### config.mk
export PLATFORM = sky130hd
export DESIGN_NAME = uart_frame_rx
export DESIGN_NICKNAME = d
export VERILOG_FILES = /design/src/rtl/uart_frame_rx.sv
export SDC_FILE = /design/constraint.sdc
export NUM_CORES = 1
export LEC_CHECK = 0
export ABC_CLOCK_PERIOD_IN_PS = 5450
export CELL_PAD_IN_SITES_DETAIL_PLACEMENT = 0
export CELL_PAD_IN_SITES_GLOBAL_PLACEMENT = 1
export CORE_MARGIN = 4
export CORE_UTILIZATION = 40
export CTS_BUF_LIST = sky130_fd_sc_hd__clkbuf_8
export DETAILED_ROUTE_END_ITERATION = 6
export PLACE_DENSITY = 0.82
export SLEW_MARGIN = 20
export SYNTH_ARGS = -nofsm -noshare
export SYNTH_HDL_FRONTEND = slang
export SYNTH_SLANG_ARGS = --single-unit
### constraint.sdc
create_clock -name iCLOCK -period 5.45 [get_ports iCLOCK]
set_clock_uncertainty 0.15 [all_clocks]
set_input_delay 1.3625 -clock iCLOCK [delete_from_list [all_inputs] [get_ports iCLOCK]]
set_output_delay 1.3625 -clock iCLOCK [all_outputs]
set_load 0.02 [all_outputs]
### src/rtl/uart_frame_rx.sv
// uart_frame_rx: 8N1 deserialiser that assembles BYTES bytes (first byte in the MSBs) into one frame,
// with start-bit validation, stop-bit check and inter-byte timeout. Define UART_RX_PARITY_EN for 8E1.
module uart_frame_rx #(
    parameter int SCYCLE       = 50000000,
    parameter int BAUDRATE     = 115200,
    parameter int BYTES        = 8,
    parameter int TIMEOUT_BITS = 20
) (
    input  logic               iCLOCK,
    input  logic               iNRESET,
    input  logic               iRX,
    output logic               oRECEPT,
    output logic               oDONE,
    output logic [BYTES*8-1:0] oFDATA,
    output logic               oFERR,
    output logic               oTOUT,
    output logic [2:0]         oSTATE
);

    localparam int DIV  = SCYCLE / BAUDRATE;
    localparam int HALF = DIV / 2;
    localparam int TMO  = TIMEOUT_BITS * DIV;
    localparam int FW   = BYTES * 8;
    localparam int TW   = $clog2(DIV + 1);
    localparam int IW   = $clog2(TMO + 1);
    localparam int BW   = (BYTES > 1) ? $clog2(BYTES) : 1;

    localparam logic [TW-1:0] HALF_M1  = TW'(HALF - 1);
    localparam logic [TW-1:0] DIV_M1   = TW'(DIV - 1);
    localparam logic [IW-1:0] TMO_M1   = IW'(TMO - 1);
    localparam logic [BW-1:0] LAST_IDX = BW'(BYTES - 1);

    typedef enum logic [2:0] {
        S_IDLE   = 3'd0,
        S_START  = 3'd1,
        S_DATA   = 3'd2,
        S_PARITY = 3'd3,
        S_STOP   = 3'd4,
        S_GAP    = 3'd5
    } state_t;

    state_t          state_q, state_nx;
    logic [TW-1:0]   timer_q, timer_nx;
    logic [IW-1:0]   idle_q, idle_nx;
    logic [2:0]      bit_q, bit_nx;
    logic [BW-1:0]   byte_q, byte_nx;
    logic [7:0]      shreg_q, shreg_nx;
    logic [FW-1:0]   frame_q, frame_nx;
    logic [FW-1:0]   fdata_q, fdata_nx;
    logic            recept_q, recept_nx;
    logic            done_nx, ferr_nx, tout_nx;

    logic            rx_m, rx_s, rx_d;
    logic            rx_fall;
    logic [FW+7:0]   frame_ext;

    // Synchroniser idles high so reset never looks like a start edge.
    always_ff @(posedge iCLOCK or negedge iNRESET) begin
        if (!iNRESET) begin
            rx_m <= 1'b1;
            rx_s <= 1'b1;
            rx_d <= 1'b1;
        end else begin
            rx_m <= iRX;
            rx_s <= rx_m;
            rx_d <= rx_s;
        end
    end

    assign rx_fall   = rx_d & ~rx_s;
    assign frame_ext = {frame_q, shreg_q};

    always_ff @(posedge iCLOCK or negedge iNRESET) begin
        if (!iNRESET) begin
            state_q  <= S_IDLE;
            timer_q  <= '0;
            idle_q   <= '0;
            bit_q    <= '0;
            byte_q   <= '0;
            shreg_q  <= '0;
            frame_q  <= '0;
            fdata_q  <= '0;
            recept_q <= 1'b0;
            oDONE    <= 1'b0;
            oFERR    <= 1'b0;
            oTOUT    <= 1'b0;
        end else begin
            state_q  <= state_nx;
            timer_q  <= timer_nx;
            idle_q   <= idle_nx;
            bit_q    <= bit_nx;
            byte_q   <= byte_nx;
            shreg_q  <= shreg_nx;
            frame_q  <= frame_nx;
            fdata_q  <= fdata_nx;
            recept_q <= recept_nx;
            oDONE    <= done_nx;
            oFERR    <= ferr_nx;
            oTOUT    <= tout_nx;
        end
    end

    always_comb begin
        state_nx  = state_q;
        timer_nx  = timer_q + 1'b1;
        idle_nx   = idle_q;
        bit_nx    = bit_q;
        byte_nx   = byte_q;
        shreg_nx  = shreg_q;
        frame_nx  = frame_q;
        fdata_nx  = fdata_q;
        recept_nx = recept_q;
        done_nx   = 1'b0;
        ferr_nx   = 1'b0;
        tout_nx   = 1'b0;

        case (state_q)
            // A 1->0 edge needs rx_s to have been high, so after a framing
            // error the line must return to idle before a new frame starts.
            S_IDLE: begin
                timer_nx = '0;
                if (rx_fall) begin
                    state_nx  = S_START;
                    byte_nx   = '0;
                    frame_nx  = '0;
                    recept_nx = 1'b1;
                end
            end

            S_START: begin
                if (timer_q == HALF_M1) begin
                    timer_nx = '0;
                    if (!rx_s) begin
                        state_nx = S_DATA;
                        bit_nx   = '0;
                    end else begin
                        state_nx = S_IDLE;
                        if (byte_q == '0) recept_nx = 1'b0;
                    end
                end
            end

            S_DATA: begin
                if (timer_q == DIV_M1) begin
                    timer_nx = '0;
                    shreg_nx = {rx_s, shreg_q[7:1]};
                    if (bit_q == 3'd7) begin
`ifdef UART_RX_PARITY_EN
                        state_nx = S_PARITY;
`else
                        state_nx = S_STOP;
`endif
                    end else begin
                        bit_nx = bit_q + 3'd1;
                    end
                end
            end

`ifdef UART_RX_PARITY_EN
            // Even parity: data bits plus parity bit must XOR to zero.
            S_PARITY: begin
                if (timer_q == DIV_M1) begin
                    timer_nx = '0;
                    if (^{shreg_q, rx_s}) begin
                        state_nx  = S_IDLE;
                        ferr_nx   = 1'b1;
                        frame_nx  = '0;
                        byte_nx   = '0;
                        recept_nx = 1'b0;
                    end else begin
                        state_nx = S_STOP;
                    end
                end
            end
`endif

            S_STOP: begin
                if (timer_q == DIV_M1) begin
                    timer_nx = '0;
                    if (!rx_s) begin
                        state_nx  = S_IDLE;
                        ferr_nx   = 1'b1;
                        frame_nx  = '0;
                        byte_nx   = '0;
                        recept_nx = 1'b0;
                    end else if (byte_q == LAST_IDX) begin
                        state_nx  = S_IDLE;
                        fdata_nx  = frame_ext[FW-1:0];
                        done_nx   = 1'b1;
                        frame_nx  = '0;
                        byte_nx   = '0;
                        recept_nx = 1'b0;
                    end else begin
                        state_nx = S_GAP;
                        frame_nx = frame_ext[FW-1:0];
                        byte_nx  = byte_q + 1'b1;
                        idle_nx  = '0;
                    end
                end
            end

            S_GAP: begin
                timer_nx = '0;
                if (rx_fall) begin
                    state_nx = S_START;
                    idle_nx  = '0;
                end else if (rx_s) begin
                    if (idle_q == TMO_M1) begin
                        state_nx  = S_IDLE;
                        tout_nx   = 1'b1;
                        frame_nx  = '0;
                        byte_nx   = '0;
                        idle_nx   = '0;
                        recept_nx = 1'b0;
                    end else begin
                        idle_nx = idle_q + 1'b1;
                    end
                end
            end

            default: begin
                state_nx  = S_IDLE;
                timer_nx  = '0;
                recept_nx = 1'b0;
            end
        endcase
    end

    assign oRECEPT = recept_q;
    assign oFDATA  = fdata_q;
    assign oSTATE  = state_q;

endmodule

# Word-level counts from Yosys, hierarchy flattened
# Cells that the tools add are included.
[word_totals] output_inout_bits=71 inputBits=3 reg_bits=167 elab_cells=124
[op_classes] bitwise=3 n_eq_ne=26 n_addsub=4 n_mux=63 n_reduce_logical=13
[op_table] op="$mux 56" count=7
[op_table] op="$pmux 56 s3" count=1
[op_table] op="$mux 14" count=6
[op_table] op="$mux 3" count=19
[op_table] op="$ne 2x2->1 const B" count=14
[op_table] op="$pmux 14 s2" count=1
[op_table] op="$mux 1" count=21
[op_table] op="$mux 9" count=2
[op_table] op="$pmux 9 s2" count=1
[op_table] op="$pmux 3 s5" count=1
[op_table] op="$add 14x1->14 const B" count=1
[op_table] op="$eq 14x14->1 const B" count=1
[op_table] op="$eq 3x3->1 const B" count=4
[op_table] op="$reduce_and 10->1" count=1
[op_table] op="$reduce_and 5->1" count=2
[op_table] op="$add 9x1->9 const B" count=1
[op_table] op="$eq 9x8->1 const B" count=1
[op_table] op="$eq 9x9->1 const B" count=1
[op_table] op="$ne 3x3->1 const B" count=3
[op_table] op="$pmux 3 s3" count=1
[op_table] op="$reduce_and 7->1" count=1
[op_table] op="$add 3x1->3 const B" count=2
[op_table] op="$logic_not 3->1" count=2
[op_table] op="$pmux 3 s2" count=1
[op_table] op="12 further kinds" count=14

# Logic depth before layout (Yosys ltp)
[depth] depth_word=5 ltp_mapped=9 mapped_depth_nobuf=7

# Least setup slack after synthesis
# No wires, ideal clock.
[synth_timing] kind="register to register" startpoint="register idle_q[10]" endpoint="register byte_q[0]" t_arrival_ns=2.395 required_ns=5.221 setup_ns=0.079 slack_ns=2.825 n_path_buf=2 synth_period_minus_slack_ns=2.625 stages_incl_launch_ff=8 path_cell_list="dfrtp_1 or4b_1 nor4_4 nand2_1 a221oi_2 buf_6 buf_6 mux2i_1"
[synth_between] elab_chain_cells=3
[synth_lines] item="start: declaration" line_no="44" text="logic [IW-1:0] idle_q, idle_nx;"
[synth_lines] item="start signal: assignment" line_no="90" text="idle_q <= idle_nx;"
[synth_lines] item="$eq 14x14->1" line_no="208" text="if (idle_q == TMO_M1) begin"
[synth_lines] item="$ne 2x2->1 (no source line)"
[synth_lines] item="$reduce_and 6->1 (no source line)"
[synth_lines] item="end signal: assignment" line_no="92" text="byte_q <= byte_nx;"
[synth_lines] item="end: declaration" line_no="46" text="logic [BW-1:0] byte_q, byte_nx;"
# No other way between the ends.
# A chain may end at the register's enable or synchronous reset.

# Worst setup path in the final report
[layout_timing] startpoint="register timer_q[1]" endpoint="register frame_q[6]"
[layout_between] elab_chain_cells=3
[layout_lines] item="start: declaration" line_no="43" text="logic [TW-1:0] timer_q, timer_nx;"
[layout_lines] item="start signal: assignment" line_no="89" text="timer_q <= timer_nx;"
[layout_lines] item="$eq 9x9->1" line_no="178" text="if (timer_q == DIV_M1) begin"
[layout_lines] item="$ne 2x2->1 (no source line)"
[layout_lines] item="$reduce_and 6->1 (no source line)"
[layout_lines] item="end signal: assignment" line_no="94" text="frame_q <= frame_nx;"
[layout_lines] item="end: declaration" line_no="48" text="logic [FW-1:0] frame_q, frame_nx;"
# No other way between the ends.

==> results.sh <==
export IMPL_drc=0
export IMPL_htree_levels=4
export IMPL_postCtsSetupRepairBufs=0
export IMPL_slew_headroom=0.330
export IMPL_critPathBufInv=2
export IMPL_routed_via_count=4975
export IMPL_hpwl_um=9960
export IMPL_numCtsBuffers=17
export IMPL_final_area_mm2=0.00841
export IMPL_period_needed_ps=3320
export IMPL_finalCritPeriodShare=0.609
export IMPL_grt_pass1_wl_um=24600
export IMPL_syn_avg_cell_area_um2=10.6
export IMPL_min_path_type="reg2reg"
export IMPL_yosysSeqAreaShare=0.587
export IMPL_tightest_slew_ps=1010
export IMPL_ys_ff_latch=167
export IMPL_critPathKind="reg2reg"
export IMPL_startpoint_type="flip-flop"
export IMPL_clk_latency_ps=440
export IMPL_cts_max_path_buffers=2
export IMPL_layout_drive_gt1_share=0.0759
export IMPL_mostFrequentLayoutCells="dfrtp_1 (164), nand2_1 (127), inv_1 (73)"
export IMPL_cp_required_ps=5660
export IMPL_arrival_ps=3520
export IMPL_grt_pass1_vias=5055
export IMPL_port_buffers=73
export IMPL_clk_pin_slew_ps=80
export IMPL_cts_tree="yes"
export IMPL_wl_per_cell_um=15.1
export IMPL_fp_dieH_um=141
export IMPL_worst_path_max_fanout=59
export IMPL_setup_viol=0
export IMPL_antenna_found_initial=0
export IMPL_cts_root_buffer="clkbuf_8"
export IMPL_grt_overflow=0
export IMPL_core_rowCount=48
export IMPL_p_total_mw=2.65
export IMPL_worst_setup_path_end_kind="flip-flop"
export IMPL_synth_top_area_frac=0.576
export IMPL_final_util=0.485
export IMPL_worstPathCellList="inv_1 > ha_1 > nand4b_1 > nor2_1 > o21ai_1 > a221oi_4 > buf_4 > mux2i_1"
export IMPL_synth_edf_count=0
export IMPL_synth_top_cell_by_area="dfrtp_1"
export IMPL_syn_inst=675
export IMPL_synth_warnings=0
export IMPL_num_antenna_cells=0
export IMPL_firstDrtPassIters=5
export IMPL_routed_wirelength_um=14700
export IMPL_drv_slew=0
export IMPL_boundaryPins=74
export IMPL_setup_tns_ps=0
export IMPL_maxCapViolCount=0
export IMPL_vdd_drop_max_uv=180
export IMPL_antenna_left=0
export IMPL_fp_coreArea_mm2=0.0174
export IMPL_die_area_mm2=0.0200
export IMPL_critPathSlowestCell="buf_4"
export IMPL_post_cts_resized=0
export IMPL_syn_area_mm2=0.00713
export IMPL_final_common_cell="dfrtp_1"
export IMPL_leakage_nw=3.63
export IMPL_grt_util_all_layers=0.152
export IMPL_gp_congestion=0.804
export IMPL_cts_sink_count=167
export IMPL_grt_max_degree=121
export IMPL_slowest_delay_ps=800
export IMPL_cpLargestDelayFamily="buffers and inverters"
export IMPL_syn2layout_area_growth_pct=18.1
export IMPL_hold_violations=0
export IMPL_max_freq_mhz=301
export IMPL_dr_first_iter_drc_count=324
export IMPL_async_flop_share=1.00
export IMPL_die_x_um=141
export IMPL_power_density_mw_per_mm2=314
export IMPL_syn_nets=687
export IMPL_cts_hold_buf=0
export IMPL_vias_per_cell=5.10
export IMPL_synthFlopType="dfrtp_1"
export IMPL_synth_cell_types=52
export IMPL_rsz0062_at_grt="false"
export IMPL_start_util=0.411
export IMPL_status="finished, final reports clean"
export IMPL_fin_nets=753
export IMPL_ys_top_cells_by_area="dfrtp_1 (58%), mux2i_1 (8.3%), nand2_1 (6.7%)"
export IMPL_dpl_cell_area_mm2=0.00805
[cells in the mapped netlist (4+ instances only)]
cell	n
or3_1	5
a21oi_1	13
clkbuf_1	23
ha_1	9
nand3_1	14
inv_1	67
nor2_1	20
nand4_1	5
nand2b_1	4
nor3_1	6
dfrtp_1	164
mux2i_1	59
o21ai_1	6
mux2_2	16
xnor2_1	4
xor2_1	4
o21ai_0	69
nand2_1	127
buf_4	4
[metrics by stage]
step,setup WS [ps],std cells,hold slack (ps)
floorplan,2830,675,195
global placement,2300,946,198
detailed placement,2220,946,201
CTS,2130,975,214
global route,1940,976,217
finish,2130,976,212
[layout make-up]
class,count,area (um^2)
clock inverters,10,70.1
fillers,1590,8940
repair buffers,78,790
inverters,67,251
flip-flops and latches,167,4180
multi-input cells,410,2580
well taps,225,282
clock buffers,19,262
[final timing paths]
check / startpoint / slack [ps] / to / depth (start not counted)
worst max-delay path: timer_q[1] / 2130 / frame_q[6] / 8
worst min-delay path: rx_m / 210 / rx_s / 0
worst max register to register: timer_q[1] / 2130 / frame_q[6] / 8
worst min register to register: rx_m / 210 / rx_s / 0
max in group asynchronous: iNRESET / 3250 / oFDATA[22] / 2
min in group asynchronous: iNRESET / 820 / frame_q[49] / 1
[report_power, final]
part	total (mW)	internal (mW)	switching [mW]
sequential	1.34	1.27	0.0645
combinational	0.536	0.208	0.328
clock	0.771	0.366	0.405
total	2.65	1.85	0.797
[sequential cells by signal (all words and copies together), names as in the netlist, 3 cells and up]
signal	flops
oFDATA	64
frame_q	56
idle_q	14
timer_q	9
shreg_q	8
bit_q	3
byte_q	3
oSTATE	3
[worst register-to-register path, cell delays in order, from the launching register on]
cell      delay [ps]
dfrtp_1          410
inv_1             90
ha_1             160
nand4b_1         140
nor2_1           580
o21ai_1          260
a221oi_4         320
buf_4            800
mux2i_1          320
[layer usage]
metal,global-route usage,wire length (um),up-vias,share of wire
met5,0,0,-,0
met4,0.0530,253,0,0.017
met3,0.0367,721,18,0.049
met2,0.244,7070,114,0.48
met1,0.202,6690,2465,0.45
li1,-,-,2378,-
[cell families after synthesis]
group	share of synthesized area
simple gates	0.132
fa+ha+maj	0.0158
mux	0.110
xor+xnor	0.00983
flops	0.587
buf+inv	0.0558
compound gates	0.0896
No activity file was read; power rests on OpenSTA's default activity.
